**src/rtl/gmii_udp_rx_pkg.sv**
```systemverilog
// gmii_udp_rx_pkg
// Shared definitions for the GMII UDP receive path: FSM state encoding,
// Ethernet/IPv4/UDP field constants, CRC-32 polynomial and residue, and the
// header byte offsets (idx values, byte 0 = first byte after the SFD).
// The same field constants are used by the frame generator.
package gmii_udp_rx_pkg;

  typedef enum logic [2:0] {
    ST_IDLE     = 3'd0,
    ST_PREAMBLE = 3'd1,
    ST_HDR      = 3'd2,
    ST_PAYLOAD  = 3'd3,
    ST_TAIL     = 3'd4,
    ST_DROP     = 3'd5
  } state_t;

  localparam logic [7:0]  PREAMBLE_BYTE = 8'h55;
  localparam logic [7:0]  SFD_BYTE      = 8'hD5;
  localparam logic [15:0] ETH_TYPE_IPV4 = 16'h0800;
  localparam logic [7:0]  IPV4_VER_IHL  = 8'h45;
  localparam logic [7:0]  IP_PROTO_UDP  = 8'h11;
  localparam logic [15:0] UDP_HDR_LEN   = 16'd8;

  localparam logic [31:0] CRC_INIT    = 32'hFFFFFFFF;
  localparam logic [31:0] CRC_POLY    = 32'hEDB88320;
  localparam logic [31:0] CRC_RESIDUE = 32'hDEBB20E3;

  localparam logic [10:0] IDX_DST_MAC_FIRST = 11'd0;
  localparam logic [10:0] IDX_DST_MAC_LAST  = 11'd5;
  localparam logic [10:0] IDX_ETYPE_HI      = 11'd12;
  localparam logic [10:0] IDX_ETYPE_LO      = 11'd13;
  localparam logic [10:0] IDX_VER_IHL       = 11'd14;
  localparam logic [10:0] IDX_PROTO         = 11'd23;
  localparam logic [10:0] IDX_SRC_IP_FIRST  = 11'd26;
  localparam logic [10:0] IDX_SRC_IP_LAST   = 11'd29;
  localparam logic [10:0] IDX_DST_IP_FIRST  = 11'd30;
  localparam logic [10:0] IDX_DST_IP_LAST   = 11'd33;
  localparam logic [10:0] IDX_SRC_PORT_HI   = 11'd34;
  localparam logic [10:0] IDX_SRC_PORT_LO   = 11'd35;
  localparam logic [10:0] IDX_DST_PORT_HI   = 11'd36;
  localparam logic [10:0] IDX_DST_PORT_LO   = 11'd37;
  localparam logic [10:0] IDX_UDP_LEN_HI    = 11'd38;
  localparam logic [10:0] IDX_UDP_LEN_LO    = 11'd39;
  localparam logic [10:0] IDX_HDR_LAST      = 11'd41;
  localparam logic [10:0] IDX_MAX           = 11'd2047;

  // Shortest legal frame, counted from the first byte after the SFD
  // through the last FCS byte.
  localparam logic [10:0] MIN_FRAME_BYTES  = 11'd64;
  // FCS must follow the payload in full.
  localparam logic [2:0]  POST_PAYLOAD_MIN = 3'd4;

  // Byte sel of a 48-bit MAC in wire order (sel 0 = most significant).
  function automatic logic [7:0] mac_byte(input logic [47:0] mac,
                                          input logic [2:0]  sel);
    case (sel)
      3'd0:    return mac[47:40];
      3'd1:    return mac[39:32];
      3'd2:    return mac[31:24];
      3'd3:    return mac[23:16];
      3'd4:    return mac[15:8];
      default: return mac[7:0];
    endcase
  endfunction

  // Byte sel of a 32-bit IP address in wire order.
  function automatic logic [7:0] ip_byte(input logic [31:0] ip,
                                         input logic [1:0]  sel);
    case (sel)
      2'd0:    return ip[31:24];
      2'd1:    return ip[23:16];
      2'd2:    return ip[15:8];
      default: return ip[7:0];
    endcase
  endfunction

endpackage

```
**src/rtl/gmii_udp_rx_crc32_d8.sv**
```systemverilog
// gmii_udp_rx_crc32_d8
// Combinational next-state of a reflected CRC-32 for one byte, LSB first.
// Ports:
//   crc_in  [31:0]  current CRC register
//   data    [7:0]   byte being absorbed
//   crc_out [31:0]  CRC register after the byte
module gmii_udp_rx_crc32_d8
  import gmii_udp_rx_pkg::*;
(
  input  logic [31:0] crc_in,
  input  logic [7:0]  data,
  output logic [31:0] crc_out
);

  always_comb begin
    logic [31:0] c;
    c = crc_in;
    for (int i = 0; i < 8; i++) begin
      if (c[0] ^ data[i]) c = (c >> 1) ^ CRC_POLY;
      else                c = c >> 1;
    end
    crc_out = c;
  end

endmodule

```
**src/rtl/gmii_udp_rx.sv**
```systemverilog
// gmii_udp_rx
// GMII receive path: checks preamble/SFD, parses Ethernet II / IPv4 / UDP
// headers, filters on destination MAC/IP/port, streams the UDP payload with
// start/end markers, checks the FCS and reports per-frame status.
// Ports:
//   rx_clk, rst          GMII receive clock, async active-high reset
//   rx_dv, rx_data[7:0]  GMII receive stream
//   pl_valid/pl_data/pl_sop/pl_eop  payload stream, 1 cycle after rx_data
//   udp_len/src_ip/src_port         header fields of the last accepted frame
//   frame_done/frame_good           end-of-frame pulse and status
//
// state       | meaning
// ------------+-----------------------------------------------------------
// ST_IDLE     | between frames, waiting for the first preamble byte
// ST_PREAMBLE | inside 0x55 preamble, waiting for the SFD
// ST_HDR      | header bytes idx 0..41, filtering and field capture
// ST_PAYLOAD  | forwarding UDP payload bytes
// ST_TAIL     | consuming padding and FCS until rx_dv falls
// ST_DROP     | frame rejected (or reset mid-frame), waiting for rx_dv low
module gmii_udp_rx
  import gmii_udp_rx_pkg::*;
#(
  parameter logic [47:0] LOCAL_MAC  = 48'hA8BBC807D99F,
  parameter logic [31:0] LOCAL_IP   = {8'd192, 8'd168, 8'd0, 8'd1},
  parameter logic [15:0] LOCAL_PORT = 16'h04D2
) (
  input  logic        rx_clk,
  input  logic        rst,
  input  logic        rx_dv,
  input  logic [7:0]  rx_data,
  output logic        pl_valid,
  output logic [7:0]  pl_data,
  output logic        pl_sop,
  output logic        pl_eop,
  output logic [15:0] udp_len,
  output logic [31:0] src_ip,
  output logic [15:0] src_port,
  output logic        frame_done,
  output logic        frame_good
);

  state_t      state, state_nxt;
  logic [10:0] idx;
  logic [31:0] crc, crc_nxt;
  logic        mac_u, mac_b, ip_u, ip_b;
  logic        mac_u_nxt, mac_b_nxt, ip_u_nxt, ip_b_nxt;
  logic [7:0]  len_hi;
  logic [15:0] len_nxt;
  logic [31:0] src_ip_sh;
  logic [15:0] src_port_sh;
  logic [15:0] pay_cnt;
  logic        pay_done;
  logic        first_pl;
  logic [2:0]  post_cnt;
  logic        hdr_fail;
  logic        start_frame, accept_hdr, end_frame, pl_fwd;
  logic        frame_byte, tail_byte;
  logic [1:0]  ip_sel;

  gmii_udp_rx_crc32_d8 u_crc (
    .crc_in  (crc),
    .data    (rx_data),
    .crc_out (crc_nxt)
  );

  assign len_nxt    = {len_hi, rx_data};
  assign ip_sel     = idx[1:0] - 2'd2;  // idx 30..33 -> 0..3
  assign frame_byte = rx_dv && (state == ST_HDR || state == ST_PAYLOAD || state == ST_TAIL);
  assign tail_byte  = rx_dv && (state == ST_TAIL);

  // Address filters accumulate a match flag per byte so the decision at the
  // last byte covers the whole field.
  always_comb begin
    mac_u_nxt = ((idx == IDX_DST_MAC_FIRST) ? 1'b1 : mac_u) &&
                (rx_data == mac_byte(LOCAL_MAC, idx[2:0]));
    mac_b_nxt = ((idx == IDX_DST_MAC_FIRST) ? 1'b1 : mac_b) && (rx_data == 8'hFF);
    ip_u_nxt  = ((idx == IDX_DST_IP_FIRST) ? 1'b1 : ip_u) &&
                (rx_data == ip_byte(LOCAL_IP, ip_sel));
    ip_b_nxt  = ((idx == IDX_DST_IP_FIRST) ? 1'b1 : ip_b) && (rx_data == 8'hFF);

    hdr_fail = 1'b0;
    case (idx)
      IDX_DST_MAC_LAST: hdr_fail = !(mac_u_nxt || mac_b_nxt);
      IDX_ETYPE_HI:     hdr_fail = (rx_data != ETH_TYPE_IPV4[15:8]);
      IDX_ETYPE_LO:     hdr_fail = (rx_data != ETH_TYPE_IPV4[7:0]);
      IDX_VER_IHL:      hdr_fail = (rx_data != IPV4_VER_IHL);
      IDX_PROTO:        hdr_fail = (rx_data != IP_PROTO_UDP);
      IDX_DST_IP_LAST:  hdr_fail = !(ip_u_nxt || ip_b_nxt);
      IDX_DST_PORT_HI:  hdr_fail = (rx_data != LOCAL_PORT[15:8]);
      IDX_DST_PORT_LO:  hdr_fail = (rx_data != LOCAL_PORT[7:0]);
      IDX_UDP_LEN_LO:   hdr_fail = (len_nxt < UDP_HDR_LEN);
      default:          hdr_fail = 1'b0;
    endcase
  end

  always_comb begin
    state_nxt   = state;
    start_frame = 1'b0;
    accept_hdr  = 1'b0;
    end_frame   = 1'b0;
    pl_fwd      = 1'b0;
    case (state)
      ST_IDLE: begin
        if (rx_dv) state_nxt = (rx_data == PREAMBLE_BYTE) ? ST_PREAMBLE : ST_DROP;
      end
      ST_PREAMBLE: begin
        if (!rx_dv)                        state_nxt = ST_IDLE;
        else if (rx_data == PREAMBLE_BYTE) state_nxt = ST_PREAMBLE;
        else if (rx_data == SFD_BYTE) begin
          state_nxt   = ST_HDR;
          start_frame = 1'b1;
        end
        else                               state_nxt = ST_DROP;
      end
      ST_HDR: begin
        if (!rx_dv)        state_nxt = ST_IDLE;
        else if (hdr_fail) state_nxt = ST_DROP;
        else if (idx == IDX_UDP_LEN_LO) begin
          accept_hdr = 1'b1;
          // Zero-length payload: the UDP checksum bytes are just tail.
          if (len_nxt == UDP_HDR_LEN) state_nxt = ST_TAIL;
        end
        else if (idx == IDX_HDR_LAST) state_nxt = ST_PAYLOAD;
      end
      ST_PAYLOAD: begin
        if (!rx_dv) begin
          end_frame = 1'b1;
          state_nxt = ST_IDLE;
        end
        else begin
          pl_fwd = 1'b1;
          if (pay_cnt == 16'd1) state_nxt = ST_TAIL;
        end
      end
      ST_TAIL: begin
        if (!rx_dv) begin
          end_frame = 1'b1;
          state_nxt = ST_IDLE;
        end
      end
      ST_DROP: begin
        if (!rx_dv) state_nxt = ST_IDLE;
      end
      default: state_nxt = ST_DROP;
    endcase
  end

  // Reset lands in DROP so a frame already on the wire is discarded whole.
  always_ff @(posedge rx_clk or posedge rst) begin
    if (rst) state <= ST_DROP;
    else     state <= state_nxt;
  end

  always_ff @(posedge rx_clk or posedge rst) begin
    if (rst) begin
      idx         <= '0;
      crc         <= CRC_INIT;
      mac_u       <= 1'b0;
      mac_b       <= 1'b0;
      ip_u        <= 1'b0;
      ip_b        <= 1'b0;
      len_hi      <= '0;
      src_ip_sh   <= '0;
      src_port_sh <= '0;
      pay_cnt     <= '0;
      pay_done    <= 1'b0;
      first_pl    <= 1'b0;
      post_cnt    <= '0;
      pl_valid    <= 1'b0;
      pl_data     <= '0;
      pl_sop      <= 1'b0;
      pl_eop      <= 1'b0;
      udp_len     <= '0;
      src_ip      <= '0;
      src_port    <= '0;
      frame_done  <= 1'b0;
      frame_good  <= 1'b0;
    end
    else begin
      pl_valid   <= 1'b0;
      pl_sop     <= 1'b0;
      pl_eop     <= 1'b0;
      frame_done <= 1'b0;
      frame_good <= 1'b0;

      if (start_frame) begin
        idx      <= '0;
        crc      <= CRC_INIT;
        pay_done <= 1'b0;
        first_pl <= 1'b1;
        post_cnt <= '0;
      end
      else if (frame_byte) begin
        crc <= crc_nxt;
        if (idx != IDX_MAX) idx <= idx + 11'd1;
      end

      if (state == ST_HDR && rx_dv) begin
        mac_u <= mac_u_nxt;
        mac_b <= mac_b_nxt;
        ip_u  <= ip_u_nxt;
        ip_b  <= ip_b_nxt;
        if (idx >= IDX_SRC_IP_FIRST && idx <= IDX_SRC_IP_LAST)
          src_ip_sh <= {src_ip_sh[23:0], rx_data};
        if (idx == IDX_SRC_PORT_HI || idx == IDX_SRC_PORT_LO)
          src_port_sh <= {src_port_sh[7:0], rx_data};
        if (idx == IDX_UDP_LEN_HI) len_hi <= rx_data;
      end

      // Published fields only change once a header has passed every filter.
      if (accept_hdr) begin
        udp_len  <= len_nxt;
        src_ip   <= src_ip_sh;
        src_port <= src_port_sh;
        pay_cnt  <= len_nxt - UDP_HDR_LEN;
        pay_done <= (len_nxt == UDP_HDR_LEN);
      end

      // pay_cnt counts down the remaining payload; 1 marks the last byte.
      if (pl_fwd) begin
        pl_valid <= 1'b1;
        pl_data  <= rx_data;
        pl_sop   <= first_pl;
        pl_eop   <= (pay_cnt == 16'd1);
        first_pl <= 1'b0;
        pay_cnt  <= pay_cnt - 16'd1;
        if (pay_cnt == 16'd1) pay_done <= 1'b1;
      end

      if (tail_byte && post_cnt != POST_PAYLOAD_MIN) post_cnt <= post_cnt + 3'd1;

      // idx equals the number of bytes received since the SFD.
      if (end_frame) begin
        frame_done <= 1'b1;
        frame_good <= (crc == CRC_RESIDUE) && pay_done &&
                      (post_cnt >= POST_PAYLOAD_MIN) && (idx >= MIN_FRAME_BYTES);
      end
    end
  end

endmodule

```
**config.mk**
```make
export PLATFORM = sky130hd
export DESIGN_NAME = gmii_udp_rx
export DESIGN_NICKNAME = d
export VERILOG_FILES = /design/src/rtl/gmii_udp_rx_pkg.sv /design/src/rtl/gmii_udp_rx_crc32_d8.sv /design/src/rtl/gmii_udp_rx.sv
export SDC_FILE = /design/constraint.sdc
export NUM_CORES = 1
export LEC_CHECK = 0
export CAP_MARGIN = 20
export CELL_PAD_IN_SITES_DETAIL_PLACEMENT = 0
export CELL_PAD_IN_SITES_GLOBAL_PLACEMENT = 1
export CORE_MARGIN = 2
export CORE_UTILIZATION = 45
export DETAILED_ROUTE_END_ITERATION = 8
export GPL_ROUTABILITY_DRIVEN = 0
export PLACE_DENSITY_LB_ADDON = 0.1
export SLEW_MARGIN = 20
export SYNTH_ARGS = -nofsm -noshare
export SYNTH_HDL_FRONTEND = slang
export SYNTH_SLANG_ARGS = --single-unit
```
**constraint.sdc**
```tcl
create_clock -name rx_clk -period 15.6 [get_ports rx_clk]
set_input_delay 3.12 -clock rx_clk [delete_from_list [all_inputs] [get_ports rx_clk]]
set_output_delay 3.12 -clock rx_clk [all_outputs]
set_load 0.05 [all_outputs]
```
After elaboration in Yosys (flattened, before gate mapping)
Index checks and enable logic that the tools add are counted.
- equal/unequal tests: 45
- mux-type cells: 61
- $lt $le $gt $ge: 5
- reduce and logical (&&, ||, !) cells: 36
- bitwise gates (word level): 16
- add/subtract/negate cells: 5
- operators with widths (kind ; number):
    32-bit 2-to-1 mux ; 10
    13-bit inverter with 14-bit output ; 8
    11-bit by 6-bit == test with 1-bit output (second input constant) ; 8
    3-bit 2-to-1 mux ; 15
    8-bit one-hot mux with 5 select lines ; 1
    11-bit by 4-bit == test with 1-bit output (second input constant) ; 3
    11-bit 2-to-1 mux ; 3
    32-bit == test (second input constant) ; 1
    16-bit 2-to-1 mux ; 2
    1-bit 2-to-1 mux ; 27
    8-bit one-hot mux with 3 select lines ; 1
    11-bit by 5-bit == test with 1-bit output (second input constant) ; 2
    16-bit by 1-bit == test with 1-bit output (second input constant) ; 1
    16-bit by 4-bit == test with 1-bit output (second input constant) ; 1
    8-bit == test ; 2
    8-bit == test (second input constant) ; 2
    16-bit by 4-bit < comparator with 1-bit output (second input constant) ; 1
    16-bit by 1-bit subtractor with 16-bit output (second input constant) ; 1
    16-bit by 4-bit subtractor with 16-bit output (second input constant) ; 1
    3-bit one-hot mux with 5 select lines ; 1
    3-bit by 2-bit == test with 1-bit output (second input constant) ; 4
    1-bit logical AND ; 12
    11-bit by 1-bit adder with 11-bit output (second input constant) ; 1
    11-bit by 3-bit == test with 1-bit output (second input constant) ; 1
    34 further kinds ; 59
- word-level logic and storage cells: 191
- output and inout port bits: 77
- register bits: 204
- input port bits: 11

Logic depth before layout (Yosys ltp)
Gate-level depths: netlist of the first run.
- depth in word-level cells: 18
- mapped depth: 13
- gate-level depth less buffers: 10

By module
A second synthesis of the first run with hierarchy kept.
- cells, all modules: 1071
- area, all modules: 10418.7 µm²
- by module, submodules not included (module ; times used ; seq. area each (µm²) ; area each (µm²) ; cells an instance):
    gmii_udp_rx ; 1 ; 5147.4 ; 9649.3 ; 1001
    gmii_udp_rx_crc32_d8 ; 1 ; 0.0 ; 769.5 ; 70

Worst setup path after synthesis of the first run
OpenSTA, ideal clock, no wires.
- path type: input -> register
- start: input rx_data[6]
- end: register crc[11]
- path buffers: 3
- required time: 15.527 ns
- cell stages on the path: 8
- data arrival time: 5.135 ns
- library setup time: 0.073 ns
- path slack: 10.392 ns
- cells stage by stage: clkbuf_1 buf_2 nand4_1 or4_1 nor4_2 clkbuf_1 nor3_1 a21oi_1
- cells in the longest elaborated chain, start to end: 6
- elaborated cells on any way between the ends: 8
- those cells by class: eq/ne: 2; mux: 5; reduce/logical: 1
- RTL lines (item ; RTL line ; source):
    from (decl) ; gmii_udp_rx.sv:30 ; input logic [7:0] rx_data,
    8-bit == test ; gmii_udp_rx.sv:109 ; else if (rx_data == SFD_BYTE) begin
    1-bit 2-to-1 mux ; gmii_udp_rx.sv:109 ;
    1-bit 2-to-1 mux (*) ; gmii_udp_rx.sv:108 ; else if (rx_data == PREAMBLE_BYTE) state_nxt = ST_PREAMBLE;
    1-bit 2-to-1 mux (*) ; gmii_udp_rx.sv:107 ; if (!rx_dv) state_nxt = ST_IDLE;
    1-bit 2-to-1 mux (*) ; gmii_udp_rx.sv:102 ; case (state)
    32-bit 2-to-1 mux / 2-bit nonzero test (equally long branches) ; -- ;
    to (signal assigned) ; gmii_udp_rx.sv:194 ; crc <= crc_nxt;
    to (decl) ; gmii_udp_rx.sv:44 ; logic [31:0] crc, crc_nxt;
Every way passes the cells marked *; elsewhere a longest branch is shown, timed or not.
A chain may end at the register's enable or synchronous reset.

Worst setup path in the final report of the first run
- start: input rx_data[3]
- end: register pay_cnt[13]
- cells in the longest elaborated chain, start to end: 9
- elaborated cells on any way between the ends: 26
- those cells by class: add/sub: 1; order compare: 1; eq/ne: 8; mux: 6; reduce/logical: 10
- RTL lines (item ; RTL line ; source):
    branches (longest 9 deep; another with 16-bit by 4-bit < comparator with 1-bit output) ; -- ;
    to (signal assigned) ; gmii_udp_rx.sv:215 ; pay_cnt <= len_nxt - UDP_HDR_LEN;
    to (signal assigned) ; gmii_udp_rx.sv:226 ; pay_cnt <= pay_cnt - 16'd1;
    to (decl) ; gmii_udp_rx.sv:51 ; logic [15:0] pay_cnt;
Several ways; the timed one is not identified. The select of a mux whose other input is x is not followed.

==> metrics.yaml, run 1 <==
cp.arrival_ns: 6.60
final_nets: 1016
clock_path_buffers: 3
die_y_um: 154
synth.avg_cell_area_um2: 10.9
cts_made_buffers: 23
start_util_pct: 46.2
startpoint: "rx_data[3]"
cp_max_fo: 85
synth_top_area_share_pct: 41.9
grt_setup_unrepaired: "false"
max_freq_mhz: 162
powerDensity_nw_per_um2: 160
synthFlopType: "dfrtp_1"
crit_path_top_delay_cell: "clkdlybuf4s50_1"
detail_route.wl_per_cell_um: 18.4
critPathLaunchType: "input pin"
coreArea_um2: 22000
grt-ovfl-total: 0
antenna_left: 0
outcome: "finished, final reports clean"
cap_violations: 0
port_buffers: 87
antenna_found_initial: 0
die_area_um2: 23800
ys_warn_count: 0
tightestPinTransition_ns: 1.06
p_total_w: 0.00192
synthTopCellsByArea: "dfrtp_1 (42%), mux2_2 (9.2%), dfstp_2 (8.8%)"
grt_pass1_vias: 6961
cts_tree: "built"
clk_latency_ns: 0.52
cts_resized: 0
syn2layout_area_growth_pct: 18.5
grt_max_degree: 126
htree_levels: 1
slowest_delay_ns: 0.92
slew_headroom_pct: 29.3
fin_crit_sh_pct: 39.7
r2r_cells: 11
postLayoutCoreUtil_pct: 54.7
async_flop_share_pct: 100
drive_above_1_share_pct: 17.2
power_leakage_nw: 5.51
cp_cell_sequence: "clkdlybuf4s50_1 -> inv_1 -> nand2_1 -> nor4_1 -> a211o_1 -> o211a_1 -> o211ai_4 -> buf_4 -> a21oi_1 -> o221a_2"
tns_ns: 0
ctsRootBufferMaster: "clkbuf_16"
num_antenna_cells: 0
reg2reg_to: "pay_cnt[13]"
reg2reg_setup_slack_ns: 11.78
synth_edf_count: 0
final_common_cell: "dfrtp_1"
hold_violations: 0
postCtsHoldBufs: 0
hp-start: "src_port_sh[11]"
yosys.area.top_type: "dfrtp_1"
clkTransAtPathRegs_ns: 0.06
syn_area_um2: 10100
fillers: 1918
cts_sinks: 204
avgViaCountPerCell: 5.49
worstSetupEndpoint: "pay_cnt[13]"
first_pass_iters: 5
die_w_um: 154
synth-seq-cells: 204
ios: 88
finClkSkew_ns: 0.00930
dp_hpwl_mm: 15.6
hold_class: "reg2reg"
drt_iter0_drc: 403
cp.required_ns: 16.01
syn_nets: 951
synth-seq-area-share_pct: 50.8
postCtsSetupRepairBufs: 0
critical_path_class: "in2reg"
num_rows: 54
drc_errors: 0
cp-end-kind: "flop"
timing.rr.start: "idx[1]"
peakVddDrop_mv: 0.172
final_cell_mix: "dfrtp_1 (170), clkdlybuf4s50_1 (87), mux2_2 (83)"
fin_crit_ns: 6.19
synthCells: 928
num_vias: 7071
grt_pass1_wl_mm: 39.1
grt_util_all_layers_pct: 20.4
setup_viol: 0
ys_types: 65
drt_wl_total_mm: 23.7
drv_slew: 0
## report_power, final
group,switching (W),total (W),internal (W)
logic,0.000358,0.000649,0.000291
clock network,0.000223,0.000589,0.000366
registers,0.0000669,0.000687,0.000620
total,0.000648,0.00192,0.00128
## sequential cells by signal, summed over array words and instances, names as in the netlist, 8 cells and up
| register | flops |
|---|---|
| crc | 32 |
| src_ip | 32 |
| src_ip_sh | 32 |
| pay_cnt | 16 |
| src_port | 16 |
| src_port_sh | 16 |
| udp_len | 16 |
| idx | 11 |
| len_hi | 8 |
| pl_data | 8 |
## worst max-delay path: cells and delay by family
| kind | cells | cell delay (ns) |
|---|---|---|
| buf+inv | 3 | 2.03 |
| simple gates | 2 | 0.18 |
| compound gates | 5 | 1.22 |
## per-stage QoR
stage | worst slack, ns | cell area [µm²] | hold slack (ns) | cells
after floorplan | 6.97 | 10100 | 0.452 | 928
after global placement | 8.90 | 11200 | 0.465 | 1248
after detailed placement | 8.86 | 11200 | 0.474 | 1248
after CTS | 9.42 | 12000 | 0.487 | 1289
after global routing | 9.14 | 12000 | 0.503 | 1289
final | 9.41 | 12000 | 0.480 | 1289
## kinds of logic (layout without fill, tap and decap cells)
family | after synthesis | in the layout | synth area share [%]
AND/OR/NAND/NOR | 281 | 281 | 13.9
flip-flops | 204 | 204 | 50.8
AO/OA/AOI/OAI | 141 | 141 | 9.01
multiplexers | 116 | 116 | 12.9
XOR/XNOR | 99 | 99 | 8.55
buffers and inverters | 75 | 156 | 3.41
adder cells (fa/ha/maj) | 12 | 12 | 1.48
## cells in the mapped netlist, types with 3 or more instances
cell and count:
mux2_1 32, xor2_1 36, inv_1 18, and2_1 9, dfstp_2 34, buf_4 4
nor2b_1 8, nand3b_1 5, o311ai_0 3, a211o_1 6, buf_1 5, a21o_1 4
nor2_1 56, nand4b_1 5, a21oi_1 48, nor3_1 47, nand3_1 21, clkbuf_1 33
ha_1 12, mux2_2 83, a21boi_0 3, nand2_1 71, buf_2 9, o221a_2 3
nand4_1 12, buf_6 5, o21a_1 8, nand2b_1 6, a211oi_1 6, o21ai_0 33
and3_1 12, or3_1 4, dfrtp_1 170, xnor2_1 63, o211ai_1 3, nor4_1 10
nor3b_1 3
## layer usage
layer / share of wire, % / global-route usage (%) / vias to the layer above
met2: 45 / 31.2 / 143
met4: 1.9 / 4.76 / 0
met3: 4.3 / 2.54 / 34
met1: 49 / 31.0 / 3492
met5: 0 / 0 / -
li1: - / - / 3402
## worst min path at each step
stage / slack (ns) / to / cells past startpoint
final: 0.48 / src_port[11] / 1
after global routing: 0.50 / src_port[11] / 1
after CTS: 0.49 / src_port[11] / 1
after detailed placement: 0.47 / src_port[11] / 1
after global placement: 0.47 / src_port[13] / 1
after floorplan: 0.45 / src_port[10] / 1
## layout make-up
| type | count | area [µm²] | area share [%] |
|---|---|---|---|
| Timing Repair Buffer | 96 | 942 | 7.84 |
| Sequential cell | 204 | 5150 | 42.8 |
| Clock inverter | 10 | 193 | 1.60 |
| Clock buffer | 31 | 626 | 5.21 |
| Tap cell | 280 | 350 | 2.92 |
| Inverter | 19 | 78.8 | 0.656 |
| Multi-Input combinational cell | 649 | 4680 | 38.9 |
Power figures use the tool's default switching activity.
==> run 2, diff against run 1 <==
--- a/config.mk
+++ b/config.mk
@@ -9,7 +9,7 @@
 export CELL_PAD_IN_SITES_DETAIL_PLACEMENT = 0
 export CELL_PAD_IN_SITES_GLOBAL_PLACEMENT = 1
 export CORE_MARGIN = 2
-export CORE_UTILIZATION = 45
+export CORE_UTILIZATION = 42
 export DETAILED_ROUTE_END_ITERATION = 8
 export GPL_ROUTABILITY_DRIVEN = 0
 export PLACE_DENSITY_LB_ADDON = 0.1
==> constraint.sdc (replaced) <==
create_clock -name rx_clk -period 4.97 [get_ports rx_clk]
set_input_delay 0.994 -clock rx_clk [delete_from_list [all_inputs] [get_ports rx_clk]]
set_output_delay 0.994 -clock rx_clk [all_outputs]
set_load 0.05 [all_outputs]
==> run 2 against run 1 <==
Worst setup slack got worse by 8.2 ns. Register-to-register slack got worse by 10 ns. Clock power increased to 2.9 times the previous value. Critical path depth decreased by 1. Total power increased to 3.1 times the previous value. Count of clock-buffer cells in the layout increased by 3. Global-route usage decreased by 0.99 points.
==> metrics.yaml, run 2 (same netlist as run 1, synthesis figures left out) <==
postLayoutCoreUtil_pct: 51.3  # was 54.7%
cts_sinks: 204  # unchanged
tns_ns: 0  # unchanged
p_total_w: 0.00595  # was 0.00192 W
cp-end-kind: "flop"  # unchanged
ctsRootBufferMaster: "clkbuf_16"  # unchanged
outcome: "finished, final reports clean"  # unchanged
port_buffers: 87  # unchanged
grt_util_all_layers_pct: 19.4  # was 20.4%
drv_slew: 0  # unchanged
final_common_cell: "dfrtp_1"  # unchanged
setup_viol: 0  # unchanged
critical_path_class: "in2reg"  # unchanged
die_y_um: 159  # was 154 µm
hold_end: "pl_data[5]"  # was src_port[11]
fin_crit_sh_pct: 74.8
cts_tree: "built"  # unchanged
hold_class: "reg2reg"  # unchanged
cp.arrival_ns: 4.16  # was 6.60 ns
final_cell_mix: "dfrtp_1 (170), clkdlybuf4s50_1 (87), mux2_2 (83)"  # unchanged
hold_violations: 0  # unchanged
antenna_left: 0  # unchanged
hp-start: "pl_data[5]"  # was src_port_sh[11]
holdPathStages: 2  # was 1
grt_pass1_vias: 6933  # was 6,961
dp_hpwl_mm: 16.6  # was 15.6 mm
cp.required_ns: 5.41  # was 16.01 ns
ios: 88  # unchanged
fin_crit_ns: 3.72
postCtsSetupRepairBufs: 0  # unchanged
drt_wl_total_mm: 24.5  # was 23.7 mm
htree_levels: 1  # unchanged
detail_route.wl_per_cell_um: 18.3  # was 18.4 µm
peakVddDrop_mv: 0.315  # was 0.172 mV
powerDensity_nw_per_um2: 491  # was 160 nW/µm²
drive_above_1_share_pct: 18.3  # was 17.2%
first_pass_iters: 5  # unchanged
final_nets: 1027  # was 1,016
r2r_cells: 10  # was 11
clock_path_buffers: 3  # unchanged
critPathLaunchType: "input pin"  # unchanged
max_freq_mhz: 269
clk_latency_ns: 0.52  # about the same
avgViaCountPerCell: 5.33  # was 5.49
num_rows: 56  # was 54
cap_violations: 0  # unchanged
coreArea_um2: 23600  # was 22,000 µm²
grt_setup_unrepaired: "false"  # unchanged
cts_made_buffers: 23  # unchanged
reg.largest.list: "crc (32), src_ip (32), src_ip_sh (32)"  # unchanged
tightestPinTransition_ns: 0.854  # was 1.06 ns
reg2reg_setup_slack_ns: 1.40  # was 11.78 ns
clkTransAtPathRegs_ns: 0.06  # about the same
drt_iter0_drc: 424  # was 403
cts_resized: 0  # unchanged
slew_headroom_pct: 42.9  # was 29.3%
reg2reg_to: "pay_cnt[11]"  # was pay_cnt[13]
die_area_um2: 25400  # was 23,800 µm²
drc_errors: 0  # unchanged
grt-ovfl-total: 0  # unchanged
num_antenna_cells: 0  # unchanged
timing.rr.start: "idx[1]"  # unchanged
grt_max_degree: 148  # was 126
syn2layout_area_growth_pct: 19.5  # was 18.5%
postCtsHoldBufs: 0  # unchanged
num_vias: 7132  # was 7,071
finClkSkew_ns: 0.0121  # was 0.00930 ns
power_leakage_nw: 5.54  # was 5.51 nW
die_w_um: 159  # was 154 µm
antenna_found_initial: 0  # unchanged
cp_max_fo: 16  # was 85
grt_pass1_wl_mm: 40.0  # was 39.1 mm
start_util_pct: 42.9  # was 46.2%
## run 2: cell types whose count changed in the layout (fill, tap and decap cells not counted)
cell,change
buf_4,+10
bufinv_16,-4
buf_12,+2
clkinvlp_4,+1
clkbuf_1,-2
inv_8,-1
o2111ai_2,-1
clkbuf_8,+5
o2111ai_4,+1
buf_6,-1
## run 2: cell type report
| type | instances | area, µm² |
|---|---|---|
| Fill cell | 2185 | 11500 |
| Sequential cell | 204 | 5150 |
| Multi-Input combinational cell | 649 | 4690 |
| Timing Repair Buffer | 107 | 1050 |
| Clock buffer | 34 | 687 |
| Tap cell | 319 | 399 |
| Inverter | 19 | 75.1 |
| Clock inverter | 6 | 72.6 |
## run 2: routing by layer
layer  share of wire (%)  wire, µm  GRT usage, %
met1                  50     12200          29.4
met2                  44     10800          29.4
met3                 4.0       981          2.79
met4                 1.9       473          4.50
met5                   0         0             0
## run 2: how the worst max path moves through the flow
stage / startpoint / endpoint / slack, ns / cells past startpoint
after floorplan: rst / first_pl / 1.36 / 1
after global placement: rx_data[1] / crc[19] / 0.78 / 9
after detailed placement: rx_data[1] / crc[19] / 0.76 / 9
after CTS: rx_data[1] / crc[19] / 1.30 / 9
after global routing: rx_data[1] / crc[19] / 1.01 / 9
final: rx_data[1] / crc[19] / 1.25 / 9
## run 2: report_power, final
part / switching, W / internal, W
combinational: 0.00116 / 0.000942
clock: 0.000678 / 0.00101
sequential: 0.000215 / 0.00195
total: 0.00206 / 0.00390
## run 2: critical path, stage by stage
cell	delay, ns
clkdlybuf4s50_1	1.03
xnor2_1	0.41
xnor2_1	0.76
xnor2_1	0.29
xnor2_1	0.29
xnor2_1	0.15
nand2_1	0.07
o21ai_0	0.09
nand2_1	0.07
## run 2: through the flow
step,std cells,cell area [µm²],setup slack [ns],hold slack (ns)
6_report,1338,12100,1.25,0.478
5_1_grt,1338,12100,1.01,0.501
4_1_cts,1338,12100,1.30,0.483
3_5_place_dp,1298,11300,0.759,0.467
3_3_place_gp,1298,11300,0.780,0.462
2_1_floorplan,928,10100,1.36,0.452
